===== config.mk =====
export PLATFORM = sky130hd
export DESIGN_NAME = hilo_muldiv_unit
export DESIGN_NICKNAME = d
export VERILOG_FILES = /design/src/rtl/hilo_muldiv_unit.sv
export SDC_FILE = /design/constraint.sdc
export NUM_CORES = 1
export LEC_CHECK = 0
export ABC_AREA = 1
export BUFFER_PORTS_ARGS = -buffer_cell sky130_fd_sc_hd__clkbuf_2
export CAP_MARGIN = 15
export CORE_ASPECT_RATIO = 1.5
export CORE_UTILIZATION = 30
export DETAILED_ROUTE_END_ITERATION = 6
export SLEW_MARGIN = 40
export SYNTH_ARGS = -nofsm -noshare
export SYNTH_HDL_FRONTEND = slang
export SYNTH_SLANG_ARGS = --single-unit

===== constraint.sdc =====
create_clock -name clk -period 6.2 [get_ports clk]
set_clock_uncertainty 0.05 [all_clocks]
set_input_delay 0.31 -clock clk [delete_from_list [all_inputs] [get_ports clk]]
set_output_delay 0.31 -clock clk [all_outputs]
set_load 0.02 [all_outputs]

===== src/rtl/hilo_muldiv_unit.sv =====
// Iterative multiply/divide unit owning the HI/LO registers; one bit per cycle,
// WIDTH iterations plus one sign fix-up cycle, with busy/done handshake.
//
// state  | meaning
// -------+--------------------------------------------------------------
// IDLE   | waiting for start; MTHI/MTLO complete here in one edge
// MUL    | shift-add iteration, one multiplier bit per cycle
// DIV    | restoring-division iteration, one quotient bit per cycle
// FINISH | sign fix-up, HI/LO written, done pulsed
module hilo_muldiv_unit #(
    parameter int WIDTH = 32
) (
    input  logic             clk,
    input  logic             reset,
    input  logic             start,
    input  logic [2:0]       op,
    input  logic [WIDTH-1:0] op1,
    input  logic [WIDTH-1:0] op2,
    output logic             busy,
    output logic             done,
    output logic [WIDTH-1:0] hi,
    output logic [WIDTH-1:0] lo
);

    localparam int CNT_W = (WIDTH > 1) ? $clog2(WIDTH) : 1;

    localparam logic [2:0] OP_MULT  = 3'b000;
    localparam logic [2:0] OP_MULTU = 3'b001;
    localparam logic [2:0] OP_DIV   = 3'b010;
    localparam logic [2:0] OP_DIVU  = 3'b011;
    localparam logic [2:0] OP_MTHI  = 3'b100;
    localparam logic [2:0] OP_MTLO  = 3'b101;

    typedef enum logic [1:0] {
        S_IDLE,
        S_MUL,
        S_DIV,
        S_FINISH
    } state_t;

    state_t             state_q;
    logic [CNT_W-1:0]   cnt_q;
    logic               busy_q;
    logic               done_q;
    logic [WIDTH-1:0]   hi_q;
    logic [WIDTH-1:0]   lo_q;
    logic [WIDTH:0]     acc_q;
    logic [WIDTH-1:0]   low_q;
    logic [WIDTH-1:0]   mcand_q;
    logic               neg_res_q;
    logic               neg_a_q;
    logic               is_div_q;
    logic               dz_q;

    logic               op_signed;
    logic               a_neg;
    logic               b_neg;
    logic [WIDTH-1:0]   a_mag;
    logic [WIDTH-1:0]   b_mag;

    logic [WIDTH:0]     mul_sum;
    logic [WIDTH:0]     acc_mul_d;
    logic [WIDTH-1:0]   low_mul_d;

    logic [WIDTH:0]     div_shift;
    logic [WIDTH+1:0]   div_diff;
    logic               div_ge;
    logic [WIDTH:0]     acc_div_d;
    logic [WIDTH-1:0]   low_div_d;

    logic [2*WIDTH-1:0] prod;
    logic [2*WIDTH-1:0] prod_fix;
    logic [WIDTH-1:0]   quot_fix;
    logic [WIDTH-1:0]   rem_fix;
    logic [WIDTH-1:0]   hi_fin_d;
    logic [WIDTH-1:0]   lo_fin_d;
    logic               last_iter;

    assign busy = busy_q;
    assign done = done_q;
    assign hi   = hi_q;
    assign lo   = lo_q;

    // Signed ops iterate on magnitudes; signs are reapplied in FINISH.
    always_comb begin
        op_signed = (op == OP_MULT) || (op == OP_DIV);
        a_neg     = op_signed & op1[WIDTH-1];
        b_neg     = op_signed & op2[WIDTH-1];
        a_mag     = a_neg ? -op1 : op1;
        b_mag     = b_neg ? -op2 : op2;
    end

    // {acc, low} shifts right; the add result keeps its carry bit.
    always_comb begin
        mul_sum   = acc_q + (low_q[0] ? {1'b0, mcand_q} : {(WIDTH+1){1'b0}});
        acc_mul_d = {1'b0, mul_sum[WIDTH:1]};
        low_mul_d = {mul_sum[0], low_q[WIDTH-1:1]};
    end

    // Borrow out of a WIDTH+2 bit subtract decides the quotient bit.
    always_comb begin
        div_shift = {acc_q[WIDTH-1:0], low_q[WIDTH-1]};
        div_diff  = {1'b0, div_shift} - {2'b00, mcand_q};
        div_ge    = ~div_diff[WIDTH+1];
        acc_div_d = div_ge ? div_diff[WIDTH:0] : div_shift;
        low_div_d = {low_q[WIDTH-2:0], div_ge};
    end

    always_comb begin
        prod     = {acc_q[WIDTH-1:0], low_q};
        prod_fix = neg_res_q ? -prod : prod;
        quot_fix = neg_res_q ? -low_q : low_q;
        rem_fix  = neg_a_q ? -acc_q[WIDTH-1:0] : acc_q[WIDTH-1:0];
        if (is_div_q) begin
            // With a zero divisor the remainder has absorbed the whole dividend.
            hi_fin_d = rem_fix;
            lo_fin_d = dz_q ? {WIDTH{1'b1}} : quot_fix;
        end else begin
            hi_fin_d = prod_fix[2*WIDTH-1:WIDTH];
            lo_fin_d = prod_fix[WIDTH-1:0];
        end
        last_iter = (cnt_q == CNT_W'(WIDTH-1));
    end

    always_ff @(posedge clk or posedge reset) begin
        if (reset) begin
            state_q   <= S_IDLE;
            cnt_q     <= '0;
            busy_q    <= 1'b0;
            done_q    <= 1'b0;
            hi_q      <= '0;
            lo_q      <= '0;
            acc_q     <= '0;
            low_q     <= '0;
            mcand_q   <= '0;
            neg_res_q <= 1'b0;
            neg_a_q   <= 1'b0;
            is_div_q  <= 1'b0;
            dz_q      <= 1'b0;
        end else begin
            done_q <= 1'b0;
            case (state_q)
                S_IDLE: begin
                    if (start) begin
                        case (op)
                            OP_MULT, OP_MULTU: begin
                                state_q   <= S_MUL;
                                busy_q    <= 1'b1;
                                cnt_q     <= '0;
                                acc_q     <= '0;
                                low_q     <= b_mag;
                                mcand_q   <= a_mag;
                                neg_res_q <= a_neg ^ b_neg;
                                neg_a_q   <= a_neg;
                                is_div_q  <= 1'b0;
                                dz_q      <= 1'b0;
                            end
                            OP_DIV, OP_DIVU: begin
                                state_q   <= S_DIV;
                                busy_q    <= 1'b1;
                                cnt_q     <= '0;
                                acc_q     <= '0;
                                low_q     <= a_mag;
                                mcand_q   <= b_mag;
                                neg_res_q <= a_neg ^ b_neg;
                                neg_a_q   <= a_neg;
                                is_div_q  <= 1'b1;
                                dz_q      <= (op2 == '0);
                            end
                            OP_MTHI: hi_q <= op1;
                            OP_MTLO: lo_q <= op1;
                            default: ;
                        endcase
                    end
                end
                S_MUL: begin
                    acc_q <= acc_mul_d;
                    low_q <= low_mul_d;
                    if (last_iter) begin
                        state_q <= S_FINISH;
                        cnt_q   <= '0;
                    end else begin
                        cnt_q <= cnt_q + CNT_W'(1);
                    end
                end
                S_DIV: begin
                    acc_q <= acc_div_d;
                    low_q <= low_div_d;
                    if (last_iter) begin
                        state_q <= S_FINISH;
                        cnt_q   <= '0;
                    end else begin
                        cnt_q <= cnt_q + CNT_W'(1);
                    end
                end
                S_FINISH: begin
                    hi_q    <= hi_fin_d;
                    lo_q    <= lo_fin_d;
                    busy_q  <= 1'b0;
                    done_q  <= 1'b1;
                    state_q <= S_IDLE;
                end
                default: state_q <= S_IDLE;
            endcase
        end
    end

endmodule


[Word level (Yosys, flattened, before mapping)]
Index checks and enable logic that the tools add are counted.
Word-level totals
  flip-flop bits (word level): 174
Operators by class
  add/subtract/negate cells: 8
  equality and inequality tests: 15
  mux-type cells: 37
  bitwise gates (word level): 4
  reductions and logical operators: 21
Operator list (count)
  two-way mux 32 bit: 13
  case mux 32 bit (2 select lines): 4
  negation 32 bit: 4
  two-way mux 33 bit: 3
  case mux 33 bit (3 select lines): 1
  case mux 32 bit (3 select lines): 1
  two-way mux 64 bit: 1
  negation 64 bit: 1
  subtractor 33 x 32 -> 34 bit: 1
  adder 33 x 32 -> 33 bit: 1
  logical NOT 32 bit: 1
  AND reduction 3 bit: 9
  two-way mux 5 bit: 3
  case mux 5 bit (2 select lines): 1
  equality test 3 x 2 -> 1 bit, second input constant: 2
  equality test 3 bit, second input constant: 2
  != test 2 x 1 -> 1 bit, second input constant: 3
  case mux 1 bit (2 select lines): 3
  case mux 2 bit (3 select lines): 1
  nonzero test 2 bit: 3
  OR reduction 2 bit: 3
  adder 5 x 1 -> 5 bit, second input constant: 1
  equality test 5 bit, second input constant: 1
  equality test 2 bit, second input constant: 2
  15 further kinds: 20

[Logic depth before layout (Yosys ltp)]
  depth in word-level cells: 7
  depth in mapped cells: 21
  depth with buffers taken out: 19

[Least setup slack after synthesis]
OpenSTA, ideal clock, no wires.
  path type: reg2reg
  start: register low_q[0]
  end: register acc_q[25]
  library setup time: 0.117 ns
  arrival: 2.331 ns
  required time: 6.033 ns
  slack: 3.702 ns
  stages on the path, launching flop included: 22
  path buffers: 2
  period minus slack after synthesis: 2.498 ns
  path through: dfrtp_1 -> buf_2 -> buf_1 -> nand2_1 -> inv_1 -> ha_1 -> inv_1 -> fa_1 -> inv_1 -> nand3_1 -> nand2_1 -> nand3_1 -> nand2_1 -> nand2_1 -> nand2_1 -> nand2_1 -> nand3_1 -> nand2_1 -> nand3_1 -> nand2_1 -> nand2_1 -> nand2_1
Between the ends
  word-level cells in the longest chain between the ends: 3
RTL lines
  from (decl): line 48  | logic [WIDTH-1:0] low_q;
  from (signal assigned): line 151  | low_q <= b_mag;
  from (signal assigned): line 163  | low_q <= a_mag;
  from (signal assigned): line 178  | low_q <= low_mul_d;
  two-way mux 32 bit: line 95  | mul_sum = acc_q + (low_q[0] ? {1'b0, mcand_q} : {(WIDTH+1){1'b0}});
  adder 33 x 32 -> 33 bit: line 95
  case mux 33 bit (3 select lines): line 142  | case (state_q)
  to (signal assigned): line 177  | acc_q <= acc_mul_d;
  to (signal assigned): line 187  | acc_q <= acc_div_d;
  to (decl): line 47  | logic [WIDTH:0] acc_q;
No other way between the ends.
A chain may end at the register's enable or synchronous reset.

[Worst setup path after layout]
  start: register state_q[0]
  end: register cnt_q[3]
Between the ends
  word-level cells in the longest chain between the ends: 4
RTL lines
  from (decl): line 41  | state_t state_q;
  from (signal assigned): line 127  | state_q <= S_IDLE;
  from (signal assigned): line 147  | state_q <= S_MUL;
  from (signal assigned): line 159  | state_q <= S_DIV;
  equality test 2 bit / equality test 2 x 1 -> 1 bit (equally long branches): line 142
  OR reduction 2 bit (no source line)
  nonzero test 2 bit (no source line)
  AND reduction 3 bit (no source line)
  to (signal assigned): line 183  | cnt_q <= cnt_q + CNT_W'(1);
  to (signal assigned): line 193  | cnt_q <= cnt_q + CNT_W'(1);
  to (decl): line 42  | logic [CNT_W-1:0] cnt_q;
Parallel ways exist; a longest one is shown, timed or not.

==> impl_results.md <==
* Status: finished with violations
* Failing checks: design-rule violations
* Final GP Congestion at roughly 1.1
* Synth Net Count at about 3300
* Final Hold Vio Count at 0
* VDD IR-drop max at about 0.00022 V
* Routed vias/inst at 5.44
* Core area at 0.0604 sq mm
* Vias at 21900
* First DRT Iteration DRCs at about 2000
* CTS buffer count at 17
* Tmin final at 3.54 ns
* Die X at 204 um
* Clk_lat worst skew at 0.46 ns
* Total Neg Setup Slack at 0 ns
* CP Class: reg -> reg
* Vias in the first global route at between 20000 and 25000
* Post-DRT Antenna Nets at 0
* Routed len/inst at 22.6 um
* EDFF count, synth at 0
* Post-synthesis cell count at roughly 3200
* Setup violators final at 0
* Layout cells sized above 1 at 7.99%
* Die height at roughly 310 um
* Initial Util at 30.5%
* Worst Path Required at 6.48 ns
* Clock transition at the registers of the reported paths at 0.07 ns
* DRC Markers at 1
* Most frequent cells in the layout: nand2_1, nor2_1, inv_1
* CTS tree: done
* Arr. time, crit path at approximately 3.8 ns
* First-pass GRT wire length at 132000 um
* Synthesis-to-layout area growth at 10.5%
* Worst setup EP type: register
* Synth Register Bits at ~170
* P_leak at around 0.011 uW
* Nets at 3376
* Main synth FF type: dfrtp_1
* Avg Inst Size Synth at 5.83 sq um
* ANT cells at 0
* Post-placement cell area at around 0.020 sq mm
* Hold path cells at 4
* Yosys synthesis warning count at 0
* Global route overflow at 0
* Initial antenna violation count at 0
* WL final at between 90000 and 100000 um
* Clk buf depth at 2
* HPWL after detailed placement at between 70000 and 80000 um
* Hold WC Path Type: in -> reg
* Sequential share of the synthesized area at between 20% and 30%
* Pwr dens at ~510 mW/mm^2
* Slew Viols, Final at 0
* Boundary Pins at 136
* Drt first pass iters at 7
* FF/Latch Area at 0.00435 sq mm
* RSZ-0062 raised after global routing: no
* Max FO, Critical Path at 30
* Max Cap Viol at 0
* Fill count at 6852
* FP Rows at 110
* Fmax at 0.282 GHz
* Largest net degree at the start of global routing at ~130
* PortBufs at 135
* Worst Tran Pin Value at about 0.77 ns
* Async SR Flop Fraction at between 90% and 100%
* Clock Root Buffer: clkbuf_16
* Max_slew headroom at 49.0%
* Most common cell after layout, fill and taps aside: nand2_1
* Num Clock Sinks at 174
* R2R cell count at 9
* Number of library cell types mapped by synthesis at 60
* Post-CTS Setup Bufs at 0
* Crit share post-route at 57.1%
* Die ar. at 0.0625 sq mm
* Fin area at 0.0204 sq mm
* Multi-input logic area at about 0.012 sq mm
* CP Launch Type: register
* H-tree levels at 4
* Synth Cell Area at 0.0184 sq mm
* Gr usage total at 28.9%
-- synth_stat cells (19+ instances only) --
master,number,area (sq um)
o21ai_0,124,621
dfrtp_1,174,4350
a221oi_1,30,263
nand2_1,924,3470
buf_2,19,95.1
inv_1,427,1600
nand4_1,42,263
o211ai_1,21,158
o21ai_1,26,130
xor2_1,36,315
clkbuf_1,56,210
a21oi_1,196,981
nor3_1,38,190
nand3_1,337,1690
nor2_1,435,1630
ha_1,74,926
-- worst max-delay path: stages, from the launching register on --
cell	delay, ns
dfrtp_1	0.41
inv_1	0.11
ha_1	0.27
inv_2	0.10
nor3_4	0.62
inv_2	0.47
nand2_1	0.61
inv_2	0.40
nor4_1	0.28
nor3_1	0.08
-- state kept, by name, indices dropped and copies added, names as in the netlist, 2 cells and up --
register / flops
mcand_q: 32
state_q: 2
hi: 32
lo: 32
cnt_q: 5
acc_q: 33
low_q: 32
-- metal layers --
metal	up-vias	wire (um)	GRT usage, %	part of all wire (%)
met5	-	0	0	0
li1	10400	-	-	-
met2	968	44000	49.4	48
met1	10200	30800	29.3	34
met4	0	10900	29.4	12
met3	369	5220	4.15	5.7
-- through the flow --
stage | instances | setup slack (ns) | total power, uW | util (%) | hold WS, ns
final | 4026 | 2.66 | 10300 | 33.7 | 0.165
after global routing | 4026 | 2.48 | 11000 | 33.7 | 0.219
after CTS | 4025 | 2.71 | 10200 | 33.7 | 0.162
after detailed placement | 3993 | 2.72 | 8990 | 32.7 | 0.322
after global placement | 3993 | 2.74 | 8970 | 32.7 | 0.316
after floorplan | 3164 | 1.12 | 6640 | - | 0.403
-- where the power goes --
group	switching [uW]	internal (uW)
clock network	507	648
registers	755	1640
logic	4830	1970
total	6090	4250
-- kinds of logic after synthesis --
logic type / synth area share, %
adders and majority gates: 5.24
and+or+nand+nor: 42.5
AOI/OAI and AO/OA: 14.6
buffers and inverters: 11.9
xor gates and xnor gates: 2.23
DFF: 23.6
-- worst paths after layout --
kind | startpoint | end | slack, ns
setup / recovery | state_q[0]$_DFFE_PP0P_ | cnt_q[3]$_DFFE_PP0P_ | 2.66
hold / removal | op2[30] | dz_q$_DFFE_PP0P_ | 0.16
setup reg to reg | state_q[0]$_DFFE_PP0P_ | cnt_q[3]$_DFFE_PP0P_ | 2.66
hold reg to reg | lo[23]$_DFFE_PP0P_ | lo[23]$_DFFE_PP0P_ | 0.44
max in group asynchronous | reset | mcand_q[19]$_DFFE_PP0P_ | 4.57
min in group asynchronous | reset | lo[15]$_DFFE_PP0P_ | 0.37
-- final cells by class --
| cell class | count | share of cell area [%] |
|---|---|---|
| multi-input cells | 2439 | 58.5 |
| flip-flops and latches | 174 | 21.4 |
| inverters | 449 | 8.34 |
| well taps | 784 | 4.81 |
| repair buffers | 149 | 4.00 |
| clock buffers | 20 | 2.19 |
| clock inverters | 11 | 0.767 |
-- repair_timing --
action	4_1_cts	5_1_grt
endpoints found under the hold margin	47	0
endpoints found under the setup margin	0	0
hold buffers	1	0
gates resized for setup	0	0
Note: power is estimated with default switching activity, not from simulation.
